--- config.mk ---
export PLATFORM = sky130hd
export DESIGN_NAME = spi_pixel_rx_flat
export DESIGN_NICKNAME = d
export VERILOG_FILES = /design/src/rtl/spi_pixel_rx_if.sv /design/src/rtl/spi_pixel_rx.sv /design/src/flat_wrapper.sv
export SDC_FILE = /design/constraint.sdc
export NUM_CORES = 1
export LEC_CHECK = 0
export CAP_MARGIN = 10
export CORE_AREA = 5 5 80 82
export DETAILED_ROUTE_END_ITERATION = 16
export DIE_AREA = 0 0 85 87
export PLACE_DENSITY = 0.72
export SLEW_MARGIN = 20
export SYNTH_ARGS = -nofsm -noshare
export SYNTH_HDL_FRONTEND = slang
export SYNTH_SLANG_ARGS = --single-unit
--- constraint.sdc ---
create_clock -name clk_hf -period 1.6 [get_ports clk_hf]
set_input_delay 0.4 -clock clk_hf [delete_from_list [all_inputs] [get_ports clk_hf]]
set_output_delay 0.4 -clock clk_hf [all_outputs]
set_load 0.01 [all_outputs]
--- src/rtl/spi_pixel_rx_if.sv ---
// spi_pixel_rx_if: valid/ready pixel-write handshake between the SPI receiver and the framebuffer writer
interface spi_pixel_rx_if #(parameter int COLOR_W = 4);
  logic               wr_valid;
  logic               wr_ready;
  logic [7:0]         wr_x;
  logic [7:0]         wr_y;
  logic [COLOR_W-1:0] wr_color;
  logic               wr_clear;
  modport master (output wr_valid, wr_x, wr_y, wr_color, wr_clear, input wr_ready);
  modport slave (input wr_valid, wr_x, wr_y, wr_color, wr_clear, output wr_ready);
endinterface

--- src/rtl/spi_pixel_rx.sv ---
// spi_pixel_rx: oversampled SPI mode-0 receiver of 3-byte draw packets (x, y, clear/colour) with range check.
// Define SPI_PKT_COUNT_EN to enable the accepted-packet counter on pkt_count.
module spi_pixel_rx #(
  parameter int X_MAX       = 160,
  parameter int Y_MAX       = 120,
  parameter int COLOR_W     = 4,
  parameter int SYNC_STAGES = 2
) (
  input  logic         clk_hf,
  input  logic         reset,
  input  logic         sck,
  input  logic         sdi,
  input  logic         cs,
  spi_pixel_rx_if.master wr,
  output logic         err_range,
  output logic         err_overflow,
  output logic [15:0]  pkt_count
);
  typedef enum logic [1:0] {IDLE, BYTE_X, BYTE_Y, BYTE_C} state_t;
  localparam logic [8:0] XM = 9'(X_MAX);
  localparam logic [8:0] YM = 9'(Y_MAX);
  state_t                 state_q;
  logic [SYNC_STAGES-1:0] sck_sync_q, sdi_sync_q, cs_sync_q;
  logic                   sck_prev_q;
  logic [2:0]             bit_cnt_q;
  logic [6:0]             shift_q;
  logic [7:0]             x_q, y_q;
  logic                   sck_s, sdi_s, cs_s, rise, accept, busy, bad;
  logic [7:0]             byte_d;
  assign sck_s  = sck_sync_q[SYNC_STAGES-1];
  assign sdi_s  = sdi_sync_q[SYNC_STAGES-1];
  assign cs_s   = cs_sync_q[SYNC_STAGES-1];
  assign rise   = sck_s & ~sck_prev_q;
  assign byte_d = {shift_q, sdi_s};
  assign accept = wr.wr_valid & wr.wr_ready;
  assign busy   = wr.wr_valid & ~wr.wr_ready;
  assign bad    = ~byte_d[7] & (({1'b0, x_q} >= XM) | ({1'b0, y_q} >= YM));
  // Completion loads after the accept clear so a same-cycle accept frees the slot for the new packet.
  always_ff @(posedge clk_hf) begin
    if (reset) begin
      sck_sync_q   <= '0;
      sdi_sync_q   <= '0;
      cs_sync_q    <= '0;
      sck_prev_q   <= 1'b0;
      state_q      <= IDLE;
      bit_cnt_q    <= '0;
      shift_q      <= '0;
      x_q          <= '0;
      y_q          <= '0;
      wr.wr_valid  <= 1'b0;
      wr.wr_x      <= '0;
      wr.wr_y      <= '0;
      wr.wr_color  <= '0;
      wr.wr_clear  <= 1'b0;
      err_range    <= 1'b0;
      err_overflow <= 1'b0;
    end else begin
      sck_sync_q <= {sck_sync_q[SYNC_STAGES-2:0], sck};
      sdi_sync_q <= {sdi_sync_q[SYNC_STAGES-2:0], sdi};
      cs_sync_q  <= {cs_sync_q[SYNC_STAGES-2:0], cs};
      sck_prev_q <= sck_s;
      err_range  <= 1'b0;
      if (accept) wr.wr_valid <= 1'b0;
      if (!cs_s) begin
        state_q   <= IDLE;
        bit_cnt_q <= '0;
      end else if (state_q == IDLE) begin
        state_q <= BYTE_X;
      end else if (rise) begin
        shift_q   <= byte_d[6:0];
        bit_cnt_q <= bit_cnt_q + 3'd1;
        if (bit_cnt_q == 3'd7) begin
          if (state_q == BYTE_X) begin
            x_q     <= byte_d;
            state_q <= BYTE_Y;
          end else if (state_q == BYTE_Y) begin
            y_q     <= byte_d;
            state_q <= BYTE_C;
          end else begin
            state_q <= BYTE_X;
            if (busy) err_overflow <= 1'b1;
            else if (bad) err_range <= 1'b1;
            else begin
              wr.wr_valid <= 1'b1;
              wr.wr_x     <= x_q;
              wr.wr_y     <= y_q;
              wr.wr_color <= byte_d[COLOR_W-1:0];
              wr.wr_clear <= byte_d[7];
            end
          end
        end
      end
    end
  end
`ifdef SPI_PKT_COUNT_EN
  logic [15:0] pkt_count_q;
  always_ff @(posedge clk_hf) pkt_count_q <= reset ? '0 : pkt_count_q + 16'(accept);
  assign pkt_count = pkt_count_q;
`else
  assign pkt_count = '0;
`endif
endmodule

--- src/flat_wrapper.sv ---
// flat-port wrapper written by rule: the top's interface ports become plain ports
module spi_pixel_rx_flat 
#(
  parameter int X_MAX       = 160,
  parameter int Y_MAX       = 120,
  parameter int COLOR_W     = 4,
  parameter int SYNC_STAGES = 2
)
  (clk_hf, reset, sck, sdi, cs, err_range, err_overflow, pkt_count, wr_wr_valid, wr_wr_x, wr_wr_y, wr_wr_color, wr_wr_clear, wr_wr_ready);
  spi_pixel_rx_if #(.COLOR_W(COLOR_W)) wr_i ();
  input  logic clk_hf;
  input  logic reset;
  input  logic sck;
  input  logic sdi;
  input  logic cs;
  output logic err_range;
  output logic err_overflow;
  output logic [15:0] pkt_count;
  output wire logic [$bits(wr_i.wr_valid)-1:0] wr_wr_valid;
  output wire logic [$bits(wr_i.wr_x)-1:0] wr_wr_x;
  output wire logic [$bits(wr_i.wr_y)-1:0] wr_wr_y;
  output wire logic [$bits(wr_i.wr_color)-1:0] wr_wr_color;
  output wire logic [$bits(wr_i.wr_clear)-1:0] wr_wr_clear;
  input wire logic [$bits(wr_i.wr_ready)-1:0] wr_wr_ready;
  assign wr_wr_valid = wr_i.wr_valid;
  assign wr_wr_x = wr_i.wr_x;
  assign wr_wr_y = wr_i.wr_y;
  assign wr_wr_color = wr_i.wr_color;
  assign wr_wr_clear = wr_i.wr_clear;
  assign wr_i.wr_ready = wr_wr_ready;
  spi_pixel_rx #(.X_MAX(X_MAX), .Y_MAX(Y_MAX), .COLOR_W(COLOR_W), .SYNC_STAGES(SYNC_STAGES)) u_core (.clk_hf(clk_hf), .reset(reset), .sck(sck), .sdi(sdi), .cs(cs), .wr(wr_i), .err_range(err_range), .err_overflow(err_overflow), .pkt_count(pkt_count));
endmodule
==> summary.txt, run 1 <==
Clocking
  – Latest clock arrival within the worst-skew pair: 0.33 ns
  – CTS H-tree depth: 3
  – CTS max path bufs: 2
  – Clk pin slew, worst setup/hold paths: 0.06 ns
  – Clock tree root driver cell: clkbuf_8
  – CTS tree: yes
  – Sinks on Clock Net: 59
  – Total CTS buffers: 9

Timing
  – Skew final: 0.00736 ns
  – Highest Clock Rate: 0.558 GHz
  – Total Neg Setup Slack: -3.35 ns
  – Final setup viols: 21
  – Minimum clock period: 1.79 ns
  – Unrepaired setup endpoints after global routing: true
  – Tcrit/Tclk final: 1.12
  – Final worst slack: -0.192 ns
  – Final Max Slew Viols: 0
  – Hold Slack: 0.440 ns
  – Hold Fails Final Rpt: 0

Routing
  – DR pass1 iterations: 4
  – DR vias: 1719
  – Routed vias/inst: 4.60
  – DRT Wirelength: 4.86 mm
  – Detailed Route Iter0 Violations: 140
  – Detailed-route DRC error count: 0
  – Antenna viol nets, final: 0
  – DR WL/cell: 13.0 um

Worst setup path
  – Crit path DAT: 2.05 ns
  – CP startpoint kind: register
  – Req. time, crit path: 1.86 ns
  – Critical Path End Type: register
  – Crit-path max FO: 5
  – CP Class: register to register

Floorplanning
  – # IOs: 46
  – Die H: 87 um
  – Row cnt: 28
  – Die extent in x: 85 um
  – Core box area: 0.00568 mm2
  – Die area: 0.00740 mm2
  – Initial Utilization: 0.444

Placement
  – Gpl congestion: 0.751
  – HPWL after DPL: 3.05 mm
  – DP Area: 0.00299 mm2
  – IO buf count: 29

GRT
  – Initial antenna violation count: 0
  – Largest net degree at the start of global routing: 64
  – Global route total overflow: 0
  – GRT Total Usage: 0.132
  – Vias in the first global route: 1646
  – First-pass GRT wire length: 7.63 mm

Run status
  – Run status: complete, but fails checks
  – Failing checks: setup timing

Hold path
  – Worst hold path type: register to register

Logic synthesis
  – Ys flop type: dfxtp_1
  – Synth warn: 0
  – Post-synth EDFFs: 0
  – Syn avg cell area: 10.2 um2
  – Post-synthesis instance total: 246
  – Synthesized cell area: 0.00252 mm2
  – Synth unique cells: 33
  – FF+latch count, synth: 59
  – Sequential area share after synthesis: 0.469
  – Async set-or-reset flop fraction in the synthesized netlist: 0

Power
  – Pwr dens: 875 mW/mm2
  – Pleak: 1.34 nW
  – Peak VDD IR: 0.000524 V

Cells and area
  – Ant diodes: 0
  – Final instance area: 0.00324 mm2
  – Synthesis-to-layout area growth: 28.8%
  – FILL cells: 516
  – Nets: 307
  – Share of layout cells above drive strength 1: 0.181

Flow run
  – Maxcap violations: 0
## worst max-delay path: stages (launching register included)
cell and delay [ns]:
dfxtp_2 0.35, ha_4 0.14, ha_4 0.12, and3b_2 0.18, and4b_4 0.23, nor3b_4 0.21
buf_6 0.16, clkbuf_16 0.15, mux2i_1 0.18
## registers in the layout, indices dropped and copies added (netlist names)
register,cells
u_core.bit_cnt_q,3
u_core.cs_sync_q,2
u_core.err_overflow,1
u_core.err_range,1
u_core.sck_prev_q,1
u_core.sck_sync_q,2
u_core.sdi_sync_q,2
u_core.shift_q,7
u_core.state_q,2
u_core.wr.wr_clear,1
u_core.wr.wr_color,4
u_core.wr.wr_valid,1
u_core.wr.wr_x,8
u_core.wr.wr_y,8
u_core.x_q,8
u_core.y_q,8
## logic make-up after synthesis
logic type      after synthesis  share of synthesized area
buf+inv                      31                     0.0795
xor+xnor                      1                    0.00348
fa+ha+maj                     6                     0.0298
flops                        59                      0.469
simple gates                 95                      0.221
mux                          44                      0.175
other cells                   1                    0.00149
compound gates                9                     0.0214
## Yosys cell counts (2+ instances only)
| cell | n | area share |
|---|---|---|
| buf_6 | 2 | 0.0089 |
| mux2i_1 | 44 | 0.17 |
| buf_4 | 18 | 0.054 |
| o21ai_0 | 2 | 0.0040 |
| a21oi_1 | 3 | 0.0060 |
| nand4_1 | 2 | 0.0050 |
| nor2_1 | 30 | 0.045 |
| dfxtp_1 | 59 | 0.47 |
| nor2b_1 | 7 | 0.017 |
| clkbuf_1 | 7 | 0.010 |
| nand2b_1 | 43 | 0.11 |
| inv_1 | 3 | 0.0045 |
| ha_1 | 6 | 0.030 |
## cells in the final DEF, fill, tap and decap left out, drive strengths merged, types with 2 or more instances in the layout
cell type and n:
clkinv 4, clkdlybuf4s50 4, mux2i 44, inv 3, nor2 30, clkbuf 11
dlygate4sd2 23, conb 16, dfxtp 59, and2b 2, nor3b 2, a21oi 3
o21ai 2, ha 6, nand2b 43, nor2b 7, nand4 2, buf 21
## per-stage QoR
step / setup WS (ns) / cells / power [mW] / util
after CTS: -0.180 / 367 / 2.87 / 0.553
after global placement: -0.184 / 352 / 1.61 / 0.526
after global routing: -0.274 / 374 / 2.95 / 0.571
after detailed placement: -0.240 / 352 / 1.61 / 0.526
after floorplan: -0.112 / 261 / 1.61 / -
final: -0.192 / 374 / 2.84 / 0.571
## layer usage
metal  GRT usage  up-vias  part of all wire
met2       0.208       38              0.48
met1       0.159      793              0.46
li1            -      880                 -
met3      0.0303        8             0.045
met4      0.0906        0             0.017
met5           0        -                 0
## worst paths after layout
path                                      startpoint                    to  slack [ns]  depth (start not counted)
worst max-delay path             u_core.bit_cnt_q[1]     u_core.wr.wr_y[0]       -0.19                          8
worst min-delay path            u_core.sck_sync_q[0]  u_core.sck_sync_q[1]        0.44                          1
worst max register to register   u_core.bit_cnt_q[1]     u_core.wr.wr_y[0]       -0.19                          8
worst min register to register  u_core.sck_sync_q[0]  u_core.sck_sync_q[1]        0.44                          1
## power by group
group	switching [mW]	internal [mW]	total, mW
Sequential	0.00526	1.48	1.48
Combinational	0.0502	0.0437	0.0939
Clock	0.562	0.698	1.26
Total	0.618	2.22	2.84
## cell type report
cell class / instances / area, um2 / share of cell area
Clock buffer: 9 / 124 / 0.0382
Clock inverter: 6 / 57.6 / 0.0177
Inverter: 3 / 11.3 / 0.00347
Multi-Input combinational cell: 171 / 1240 / 0.383
Sequential cell: 59 / 1190 / 0.366
Tap cell: 75 / 93.8 / 0.0289
Timing Repair Buffer: 51 / 529 / 0.163
## timing repair
action                                 4_1_cts  5_1_grt
gates cloned                                 0        3
resized for setup                           23        6
hold buffers                                 0        0
buffers inserted                             0        4
setup endpoints to repair                   44       30
endpoints found under the hold margin        0        0
pin swaps                                    0        5
Power figures use the tool's default switching activity.
==> run 2: changes to the inputs <==
--- a/config.mk
+++ b/config.mk
@@ -9,6 +9,7 @@
 export CORE_AREA = 5 5 80 82
 export DETAILED_ROUTE_END_ITERATION = 16
 export DIE_AREA = 0 0 85 87
+export MAX_ROUTING_LAYER = met4
 export PLACE_DENSITY = 0.72
 export SLEW_MARGIN = 20
 export SYNTH_ARGS = -nofsm -noshare
==> run 2 against run 1 <==
Against the previous run:
- the flow still finishes with violations (setup timing)
- maximum frequency barely moved
- die area did not move
- count of clock-buffer cells in the layout did not move
- clock power barely moved
- sequential power barely moved
- final area did not move
- non-clock buffer count did not move
- sequential share of layout area did not move
- flip-flop and latch count did not move
- wire length barely moved
- critical path depth did not move
- worst setup slack got worse by 0.00079 ns
- critical path type unchanged
==> summary.txt, run 2 (synthesis results as in run 1) <==
GRT
  – Global route total overflow: 0 (unchanged)
  – Initial antenna violation count: 0 (unchanged)
  – Largest net degree at the start of global routing: 64 (unchanged)
  – GRT Total Usage: 0.136 (was 0.132)
  – Vias in the first global route: 1646 (unchanged)
  – First-pass GRT wire length: 7.63 mm (unchanged)

Worst setup path
  – CP Class: register to register (unchanged)
  – Setup crit end: u_core.wr.wr_y[0] (unchanged)
  – Worst Setup SP: u_core.bit_cnt_q[1] (unchanged)
  – Crit path largest cell delay: 0.35 ns (about the same)
  – Crit path DAT: 2.05 ns (about the same)
  – Slowest cell on the critical path: dfxtp_2 (unchanged)
  – Critical Path End Type: register (unchanged)
  – CP Buf/Inv Count: 2 (unchanged)
  – Worst path cell trace: ha_4 > ha_4 > and3b_2 > and4b_4 > nor3b_4 > buf_6 > clkbuf_16 > mux2i_1 (unchanged)
  – R2R Setup Slk: -0.19 ns (about the same)
  – Crit. path cell count: 8 (unchanged)
  – Cell with the most instances on the worst path: ha_4 (unchanged)
  – Req. time, crit path: 1.86 ns (about the same)
  – Cells on worst reg2reg path: 8 (unchanged)
  – Reg-to-reg startpoint: u_core.bit_cnt_q[1] (unchanged)
  – Worst flop-to-flop path endpoint: u_core.wr.wr_y[0] (unchanged)
  – CP startpoint kind: register (unchanged)
  – Crit-path max FO: 5 (unchanged)
  – Delay-heaviest family, CP: simple AND/OR/NAND/NOR gates (unchanged)

Power
  – Peak VDD IR: 0.000524 V (about the same)
  – Pwr dens: 874 mW/mm2 (was 875 mW/mm2)
  – Pleak: 1.34 nW (unchanged)
  – Switching power: 0.617 mW (was 0.618 mW)
  – Flop pwr share: 0.523 (about the same)
  – Cell Int Power: 2.22 mW (about the same)
  – Net Sw Frac: 0.218 (about the same)
  – Clock network power share: 0.444 (about the same)
  – Power consumption: 2.84 mW (about the same)
  – Comb pwr share: 0.033 (about the same)

Cells and area
  – Ant diodes: 0 (unchanged)
  – Nets: 307 (unchanged)
  – Most frequent cells in the layout: 55 x dfxtp_1, 43 x mux2i_1, 43 x nand2b_1 (unchanged)
  – Synthesis-to-layout area growth: 28.8% (unchanged)
  – Final non-filler cell total: 374 (unchanged)
  – Share of layout cells above drive strength 1: 0.181 (unchanged)
  – Commonest non-fill, non-tap cell in the layout: dfxtp_1 (unchanged)

Floorplanning
  – # IOs: 46 (unchanged)
  – Initial Utilization: 0.444 (unchanged)
  – Die extent in x: 85 um (unchanged)
  – Row cnt: 28 (unchanged)
  – Die area: 0.00740 mm2 (unchanged)
  – Core box area: 0.00568 mm2 (unchanged)
  – Die H: 87 um (unchanged)

Routing
  – DR vias: 1730 (was 1719)
  – Detailed Route Iter0 Violations: 133 (was 140)
  – DRT Wirelength: 4.86 mm (about the same)
  – Routed vias/inst: 4.63 (was 4.60)
  – DR pass1 iterations: 4 (unchanged)
  – Detailed-route DRC error count: 0 (unchanged)
  – DR WL/cell: 13.0 um (about the same)
  – Antenna viol nets, final: 0 (unchanged)

Run status
  – Failing checks: setup timing (unchanged)
  – Run status: complete, but fails checks (unchanged)

Timing
  – Hold Fails Final Rpt: 0 (unchanged)
  – Final worst slack: -0.193 ns (was -0.192 ns)
  – Unrepaired setup endpoints after global routing: true (unchanged)
  – Tcrit/Tclk final: 1.12 (about the same)
  – Final Max Slew Viols: 0 (unchanged)
  – Highest Clock Rate: 0.558 GHz (about the same)
  – Minimum clock period: 1.79 ns (about the same)
  – Final setup viols: 21 (unchanged)
  – Skew final: 0.00739 ns (was 0.00736 ns)

Clocking
  – Clk pin slew, worst setup/hold paths: 0.06 ns (about the same)
  – CTS H-tree depth: 3 (unchanged)
  – Clock tree root driver cell: clkbuf_8 (unchanged)
  – Sinks on Clock Net: 59 (unchanged)
  – Latest clock arrival within the worst-skew pair: 0.33 ns (about the same)
  – CTS tree: yes (unchanged)
  – Total CTS buffers: 9 (unchanged)
  – Hold-fix buffers, CTS: 0 (unchanged)
  – CTS max path bufs: 2 (unchanged)

Hold path
  – Hold path depth: 1 (unchanged)
  – Worst hold path type: register to register (unchanged)

Placement
  – Total placed cells including tap cells: 352 (unchanged)
  – Gpl congestion: 0.760 (was 0.751)
  – HPWL after DPL: 3.05 mm (unchanged)
  – Pre-CTS setup slack: -0.240 ns (unchanged)
  – IO buf count: 29 (unchanged)

Flow run
  – Maxcap violations: 0 (unchanged)
==> run 2: power groups by stage <==
stage	clock network, mW	registers (mW)	logic, mW
floorplan	0	1.51	0.0962
global placement	0	1.51	0.0924
detailed placement	0	1.52	0.0932
CTS	1.30	1.48	0.0933
global route	1.37	1.48	0.102
finish	1.26	1.48	0.0939
==> run 2: how the worst min path moves through the flow <==
stage,from,endpoint,slack (ns)
after floorplan,u_core.cs_sync_q[0],u_core.cs_sync_q[1],0.41
after global placement,u_core.sdi_sync_q[0],u_core.sdi_sync_q[1],0.42
after detailed placement,u_core.sck_sync_q[0],u_core.sck_sync_q[1],0.42
after CTS,u_core.sck_sync_q[0],u_core.sck_sync_q[1],0.44
after global routing,u_core.cs_sync_q[0],u_core.cs_sync_q[1],0.45
final,u_core.sck_sync_q[0],u_core.sck_sync_q[1],0.44
==> run 2: repair_timing <==
item / 4_1_cts / 5_1_grt
buffers inserted: 0 / 4
gates cloned: 0 / 3
pin swaps: 0 / 5
gates resized for setup: 23 / 6
endpoints found under the setup margin: 44 / 30
==> run 2: per-layer routing <==
layer  vias up  wire length, um  global-route usage
met5         -                0                   -
met2        43             2300               0.208
li1        883                -                   -
met1       795             2260               0.160
met3         9              196              0.0284
met4         0               94              0.0906
==> run 2: area by class of cell <==
class	instances	area, um2
sequential	59	1190
inverter	3	11.3
timing repair buffer	51	529
tap	75	93.8
clock inverter	6	57.6
clock buffer	9	124
multi-input combinational	171	1240
fill	516	2430
==> run 2: metrics by stage <==
step	instance area (um2)	hold WS (ns)	util	TNS, ns
final	3240	0.440	0.571	-3.37
after CTS	3140	0.438	0.553	-2.73
after global placement	2990	0.418	0.526	-3.84
after global routing	3240	0.450	0.571	-5.42
after floorplan	2630	0.414	-	-2.07
after detailed placement	2990	0.420	0.526	-4.52
